$ cat src/rtl/vx_pending_instr_tracker_pkg.sv
// Shared constants for the pending-instruction tracker: counter width, perf counter width,
// and the width helper for per-warp commit popcounts.
package vx_pending_instr_tracker_pkg;

   localparam int PENDING_CTR_WIDTH = 6;
   typedef logic [PENDING_CTR_WIDTH-1:0] pending_ctr_t;

   localparam int PERF_CTR_BITS = 44;

   // Bits needed to hold a count of 0..n simultaneous commits.
   function automatic int dec_width(input int n);
      return (n < 1) ? 1 : $clog2(n + 1);
   endfunction

endpackage

$ cat src/rtl/vx_commit_warp_decoder.sv
// Converts NUM_COMMITS (valid, eop, wid) commit tuples into a per-warp count of
// instructions retiring this cycle; packed as NUM_WARPS fields of DEC_W bits.
module vx_commit_warp_decoder
   import vx_pending_instr_tracker_pkg::*;
#(
   parameter int NUM_WARPS   = 8,
   parameter int NUM_COMMITS = 4,
   parameter int NW_WIDTH    = (NUM_WARPS > 1) ? $clog2(NUM_WARPS) : 1,
   parameter int DEC_W       = dec_width(NUM_COMMITS)
) (
   input  logic [NUM_COMMITS-1:0]          commit_valid,
   input  logic [NUM_COMMITS-1:0]          commit_eop,
   input  logic [NUM_COMMITS*NW_WIDTH-1:0] commit_wid,
   output logic [NUM_WARPS*DEC_W-1:0]      dec
);

   logic [DEC_W-1:0] dec_cnt [NUM_WARPS];

   // Only the final packet of an instruction retires it.
   always_comb begin
      for (int w = 0; w < NUM_WARPS; w++) begin
         dec_cnt[w] = '0;
         for (int i = 0; i < NUM_COMMITS; i++) begin
            if (commit_valid[i] && commit_eop[i]
                && (commit_wid[i*NW_WIDTH +: NW_WIDTH] == NW_WIDTH'(w))) begin
               dec_cnt[w] = dec_cnt[w] + DEC_W'(1);
            end
         end
      end
   end

   for (genvar w = 0; w < NUM_WARPS; w++) begin : g_pack
      assign dec[w*DEC_W +: DEC_W] = dec_cnt[w];
   end

endmodule

$ cat src/rtl/vx_pending_instr_tracker.sv
// Per-warp count of issued-but-uncommitted instructions; drives the CSR alm_empty
// query and issue back-pressure. Optional perf counters under VX_PENDING_TRACKER_PERF_EN.
module vx_pending_instr_tracker
   import vx_pending_instr_tracker_pkg::*;
#(
   parameter int NUM_WARPS   = 8,
   parameter int NUM_COMMITS = 4,
   parameter int CTR_WIDTH   = PENDING_CTR_WIDTH,
   parameter int NW_WIDTH    = (NUM_WARPS > 1) ? $clog2(NUM_WARPS) : 1
) (
   input  logic                            clk,
   input  logic                            reset,
   input  logic                            issue_fire,
   input  logic [NW_WIDTH-1:0]             issue_wid,
   input  logic [NW_WIDTH-1:0]             full_wid,
   output logic                            full,
   input  logic [NUM_COMMITS-1:0]          commit_valid,
   input  logic [NUM_COMMITS-1:0]          commit_eop,
   input  logic [NUM_COMMITS*NW_WIDTH-1:0] commit_wid,
   input  logic [NW_WIDTH-1:0]             alm_empty_wid,
   output logic                            alm_empty,
`ifdef VX_PENDING_TRACKER_PERF_EN
   output logic [PERF_CTR_BITS-1:0]        perf_csr_stalls,
   output logic [PERF_CTR_BITS-1:0]        perf_full_stalls,
`endif
   output logic                            pending_any
);

   localparam int DEC_W = dec_width(NUM_COMMITS);
   localparam int SUM_W = CTR_WIDTH + DEC_W;
   localparam logic [CTR_WIDTH-1:0] CTR_MAX = '1;

   logic [CTR_WIDTH-1:0]       pending_p1     [NUM_WARPS];
   logic [CTR_WIDTH-1:0]       pending_nxt_p0 [NUM_WARPS];
   logic [DEC_W-1:0]           dec_p0         [NUM_WARPS];
   logic [NUM_WARPS*DEC_W-1:0] dec_flat_p0;
   logic [NUM_WARPS-1:0]       inc_p0;
   logic [NUM_WARPS-1:0]       underflow_p0;
   logic                       any_nxt_p0;

   // Issue into a saturated counter is dropped; over-decrement clamps to zero.
   function automatic logic [CTR_WIDTH-1:0] sat_next(input logic [CTR_WIDTH-1:0] cur,
                                                     input logic                 inc,
                                                     input logic [DEC_W-1:0]     dec);
      logic [SUM_W-1:0] total;
      total = SUM_W'(cur) + SUM_W'(inc && (cur != CTR_MAX));
      if (SUM_W'(dec) > total) begin
         return '0;
      end
      return CTR_WIDTH'(total - SUM_W'(dec));
   endfunction

   vx_commit_warp_decoder #(
      .NUM_WARPS   (NUM_WARPS),
      .NUM_COMMITS (NUM_COMMITS),
      .NW_WIDTH    (NW_WIDTH),
      .DEC_W       (DEC_W)
   ) u_decoder (
      .commit_valid (commit_valid),
      .commit_eop   (commit_eop),
      .commit_wid   (commit_wid),
      .dec          (dec_flat_p0)
   );

   for (genvar w = 0; w < NUM_WARPS; w++) begin : g_unpack
      assign dec_p0[w] = dec_flat_p0[w*DEC_W +: DEC_W];
   end

   // ---- p0: next-state counters from issue and commit events ----
   always_comb begin
      any_nxt_p0 = 1'b0;
      for (int w = 0; w < NUM_WARPS; w++) begin
         inc_p0[w]         = issue_fire && (issue_wid == NW_WIDTH'(w));
         underflow_p0[w]   = SUM_W'(dec_p0[w]) > (SUM_W'(pending_p1[w]) + SUM_W'(inc_p0[w]));
         pending_nxt_p0[w] = sat_next(pending_p1[w], inc_p0[w], dec_p0[w]);
         any_nxt_p0        = any_nxt_p0 | (pending_nxt_p0[w] != '0);
      end
   end

   // ---- p1: registered counters ----
   always_ff @(posedge clk) begin
      if (!reset) begin
         for (int w = 0; w < NUM_WARPS; w++) begin
            pending_p1[w] <= '0;
         end
         pending_any <= 1'b0;
      end else begin
         for (int w = 0; w < NUM_WARPS; w++) begin
            pending_p1[w] <= pending_nxt_p0[w];
         end
         pending_any <= any_nxt_p0;
      end
   end

   // No same-cycle commit bypass: a draining warp stalls one extra cycle.
   assign full = (pending_p1[full_wid] == CTR_MAX);

   // The querying CSR counts itself, so "only one left" means drained.
   assign alm_empty = SUM_W'(pending_p1[alm_empty_wid])
                      <= (SUM_W'(dec_p0[alm_empty_wid]) + SUM_W'(1));

`ifdef VX_PENDING_TRACKER_PERF_EN
   always_ff @(posedge clk) begin
      if (!reset) begin
         perf_csr_stalls  <= '0;
         perf_full_stalls <= '0;
      end else begin
         if (!alm_empty) begin
            perf_csr_stalls <= perf_csr_stalls + PERF_CTR_BITS'(1);
         end
         if (full) begin
            perf_full_stalls <= perf_full_stalls + PERF_CTR_BITS'(1);
         end
      end
   end
`endif

`ifndef SYNTHESIS
   always_ff @(posedge clk) begin
      if (reset) begin
         for (int w = 0; w < NUM_WARPS; w++) begin
            assert (!underflow_p0[w])
               else $error("pending counter underflow on warp %0d", w);
         end
         assert (!(issue_fire && (pending_p1[issue_wid] == CTR_MAX)))
            else $error("issue to saturated warp %0d", issue_wid);
      end
   end
`endif

endmodule

$ cat config.mk
export PLATFORM = sky130hd
export DESIGN_NAME = vx_pending_instr_tracker
export DESIGN_NICKNAME = d
export VERILOG_FILES = /design/src/rtl/vx_pending_instr_tracker_pkg.sv /design/src/rtl/vx_commit_warp_decoder.sv /design/src/rtl/vx_pending_instr_tracker.sv
export SDC_FILE = /design/constraint.sdc
export NUM_CORES = 1
export LEC_CHECK = 0
export ABC_CLOCK_PERIOD_IN_PS = 9800
export CAP_MARGIN = 5
export CORE_MARGIN = 3
export CORE_UTILIZATION = 50
export DETAILED_ROUTE_END_ITERATION = 12
export PLACE_DENSITY = 0.73
export SYNTH_ARGS = -nofsm -noshare
export SYNTH_HDL_FRONTEND = slang
export SYNTH_HIERARCHICAL = 1
export SYNTH_SLANG_ARGS = --single-unit
export TNS_END_PERCENT = 20
$ cat constraint.sdc
create_clock -name clk -period 9.8 [get_ports clk]
set_input_delay 0.98 -clock clk [delete_from_list [all_inputs] [get_ports clk]]
set_output_delay 0.98 -clock clk [all_outputs]
set_load 0.02 [all_outputs]
==> impl_results.md <==
* Top post-synthesis cells by area: ha_1, dfxtp_1, mux4_2, xor2_1, nor2_1
* Maximum fanout along the worst path at 5
* Hold Violations, Final at 0
* Sequential power share at 28.2%
* Vias at 6581
* Synth cell count leaders: ha_1, nor2_1, inv_1, nand2_1, nand3_1
* Vias in the first global route at 5994
* Synth Cell Area at 7090 µm²
* RSZ-0062 raised after global routing: no
* RD Place Congestion at 0.934
* Net Count, Synth at 1037
* Fmax at 0.139 GHz
* Adder-Cell Fraction of Synth Area at 18.7%
* Initial antenna violation count at 0
* Crit-path max cell delay at 0.63 ns
* R2r endpoint: pending_any
* P_sw at about 600 µW
* I/O Buffers at 34
* Drt first-iter violations at between 500 and 600
* CP max stage cell: clkdlybuf4s50_1
* Hold Buf Count CTS at 0
* Setup TNS at 0 ns
* Final slew viol count at 0
* Fin crit period at 7.20 ns
* Final wirelength at 18600 µm
* Period utilisation layout at 73.4%
* Worst-path clk slew at 0.07 ns
* Chip Width at 125 µm
* Xor and xnor area share after synthesis at 7.91%
* First-pass GRT wire length at 30200 µm
* Post-Synthesis Cells at 904
* RR Startpoint: pending_p1[7][3]
* Hold worst-path end: pending_p1[0][4]
* Hold_sp: pending_p1[0][4]
* Internal at between 600 and 700 µW
* Number of top-level pins at 35
* CP Launch Type: input pin
* Top-count cell post-synth: ha_1
* Clock power frac at 13.7%
* Mux cell area share after synthesis at 7.13%
* Crit path max-delay family: simple AND/OR/NAND/NOR gates
* Post-CTS resize count at 0
* GRT met2 Usage at about two fifths
* H-tree depth reported by CTS at 2
* Largest net degree at the start of global routing at 26
* Critical path class: input pin to primary output
* Synth Register Bits at 49
* CP required at between 8 and 9 ns
* Initial core utilization at 52.3%
* Max VDD drop at approximately 84 µV
* Yosys top cell area share at 16.4%
* Largest family of logic cells by synthesized area: simple AND/OR/NAND/NOR gates
* Area Growth Syn to Fin at 6.97%
* Post-synthesis compound-gate area fraction at approximately a fifth
* Register area share after synthesis at 13.8%
* Pwr/cell area at between 150 and 200 nW/µm²
* DRT Pass-1 Iters at 5
* Clk sink count at 49
* Crit. End Element: primary output
* Final ANT Viol Nets at 0
* Total track usage at between 20% and 30%
* Hold depth at 2
* Clock buffer depth at 2
* TritonCTS clock tree: yes
* Antenna Cells at 0
* Setup-failing EPs final at 0
* Synth Area in Simple Gates at between 20% and 30%
* Grt ovf at 0
* Hold Slack at 0.670 ns
* Asr flop ratio synth at 0%
* Worst-Margin Slew at around 1.0 ns
* CP dominant cell by count: ha_1
* R2r setup slk at 5.46 ns
* Drt via density at 6.09
* CTS Root Cell: clkbuf_16
* Core ar. at 13600 µm²
* MaxCap Viol Count at 0
* Fin nets at around 1000
* EDFF count, synth at 0
* Met1 Use GR at 32.4%
* Die area at 15600 µm²
* Top FF cell, synth: dfxtp_1
* DR DRC count at 0
* Logic pwr share at 58.1%
* CP cell instances: clkdlybuf4s50_1 > nand2_1 > or2_2 > nor3_1 > ha_1 > or3_1 > o21ai_0 > ha_1 > nor3_1 > a31oi_1 > mux4_2 > mux2_2 > ha_1 > inv_1 > ha_1 > nor2b_1 > o21ai_0 > nand2b_1 > a21oi_1 > a41oi_1 > nor2_1 > clkdlybuf4s50_1
* Net Sw Frac at between 40% and 50%
* WP data arrival at 6.22 ns
* Met3 Usage GRT at 2.94%
* Share of layout cells above drive strength 1 at 5.75%
* Layer with the highest usage: met2
* Post-DP HPWL at 15000 µm
* Mapped Avg Cell Area at approximately 7.8 µm²
* Site Rows at 42
* Number of library cell types mapped by synthesis at 79
* Leading area contributor after synthesis: ha_1
* Slew margin rel. at ~33%
* Die height at roughly 130 µm
* Synth Warn # at 6
* Static Leak at about 0.0030 µW
* WL/cell at 17.2 µm
* Post-CTS setup buffer count at 0
* Final setup skew at a little over 0.004 ns
* Sum of buffers and inverters on the critical path at 3
* Inserted Clock Buffers at 5
* Clk_lat worst skew at 0.30 ns
* R2R cell count at 14
* Outcome: completed
* Hold Crit Class: register to register
## cell type report
type	instances	area (µm²)
Fill cell	1267	5970
Multi-Input combinational cell	736	5610
Sequential cell	49	981
Timing Repair Buffer	35	348
Inverter	76	285
Tap cell	176	220
Clock buffer	8	136
## worst min-delay path, stage by stage (launching register included)
cell and delay [ns]:
dfxtp_1 0.40, xor2_1 0.19, nor2_1 0.04
## registers in the layout, summed over array words and instances, names as in the netlist
signal	count
pending_any	1
pending_p1	48
## placed cells by master (no fill, tap or decap), drive strengths merged, types with 6 or more instances in the layout
master / count
and2: 8
a21oi: 19
xor2: 39
or3: 16
o21a: 11
dfxtp: 49
a221oi: 9
and3: 23
inv: 75
nor2: 83
a41oi: 6
ha: 93
a31oi: 12
nand2: 59
mux4: 17
nor2b: 25
nand2b: 17
o2111a: 8
o21ai: 39
nand4: 16
nand3: 53
xnor2: 25
o211ai: 6
nor3: 39
or2: 7
a311oi: 6
o32a: 7
fa: 8
clkbuf: 8
mux2: 7
clkdlybuf4s50: 34
## metal layers
| layer | up-vias | share of wire (%) |
|---|---|---|
| li1 | 3286 | - |
| met1 | 3034 | 47 |
| met2 | 236 | 45 |
| met3 | 25 | 5.9 |
| met4 | 0 | 1.7 |
| met5 | - | 0 |
## per-stage QoR
step	setup WS, ns	total power, µW	area (µm²)	cells	util (%)
after floorplan	3.93	914	7090	904	-
after global placement	2.70	1080	7450	1072	54.9
after detailed placement	2.64	1090	7450	1072	54.9
after CTS	2.63	1270	7580	1080	55.9
after global routing	2.38	1380	7580	1080	55.9
final	2.60	1280	7580	1080	55.9
## how the worst max path moves through the flow
stage | start | cells after the start | end
2_1_floorplan | commit_wid[1] | 20 | alm_empty
3_3_place_gp | commit_valid[0] | 22 | alm_empty
3_5_place_dp | commit_eop[0] | 22 | alm_empty
4_1_cts | commit_eop[0] | 22 | alm_empty
5_1_grt | commit_valid[0] | 22 | alm_empty
6_report | commit_valid[0] | 22 | alm_empty
## power groups by stage
stage	Combinational, µW	Clock (µW)	Sequential (µW)
2_1_floorplan	623	0	291
3_3_place_gp	723	0	360
3_5_place_dp	731	0	361
4_1_cts	736	175	357
5_1_grt	823	182	370
6_report	743	174	361
## logic make-up (layout without fill, tap and decap cells)
family | Yosys count | count (layout)
compound gates | 174 | 174
xor+xnor | 64 | 64
fa+ha+maj | 101 | 101
buf+inv | 119 | 119
flops | 49 | 49
mux | 28 | 28
simple gates | 369 | 369
Note: power is estimated with default switching activity, not from simulation.
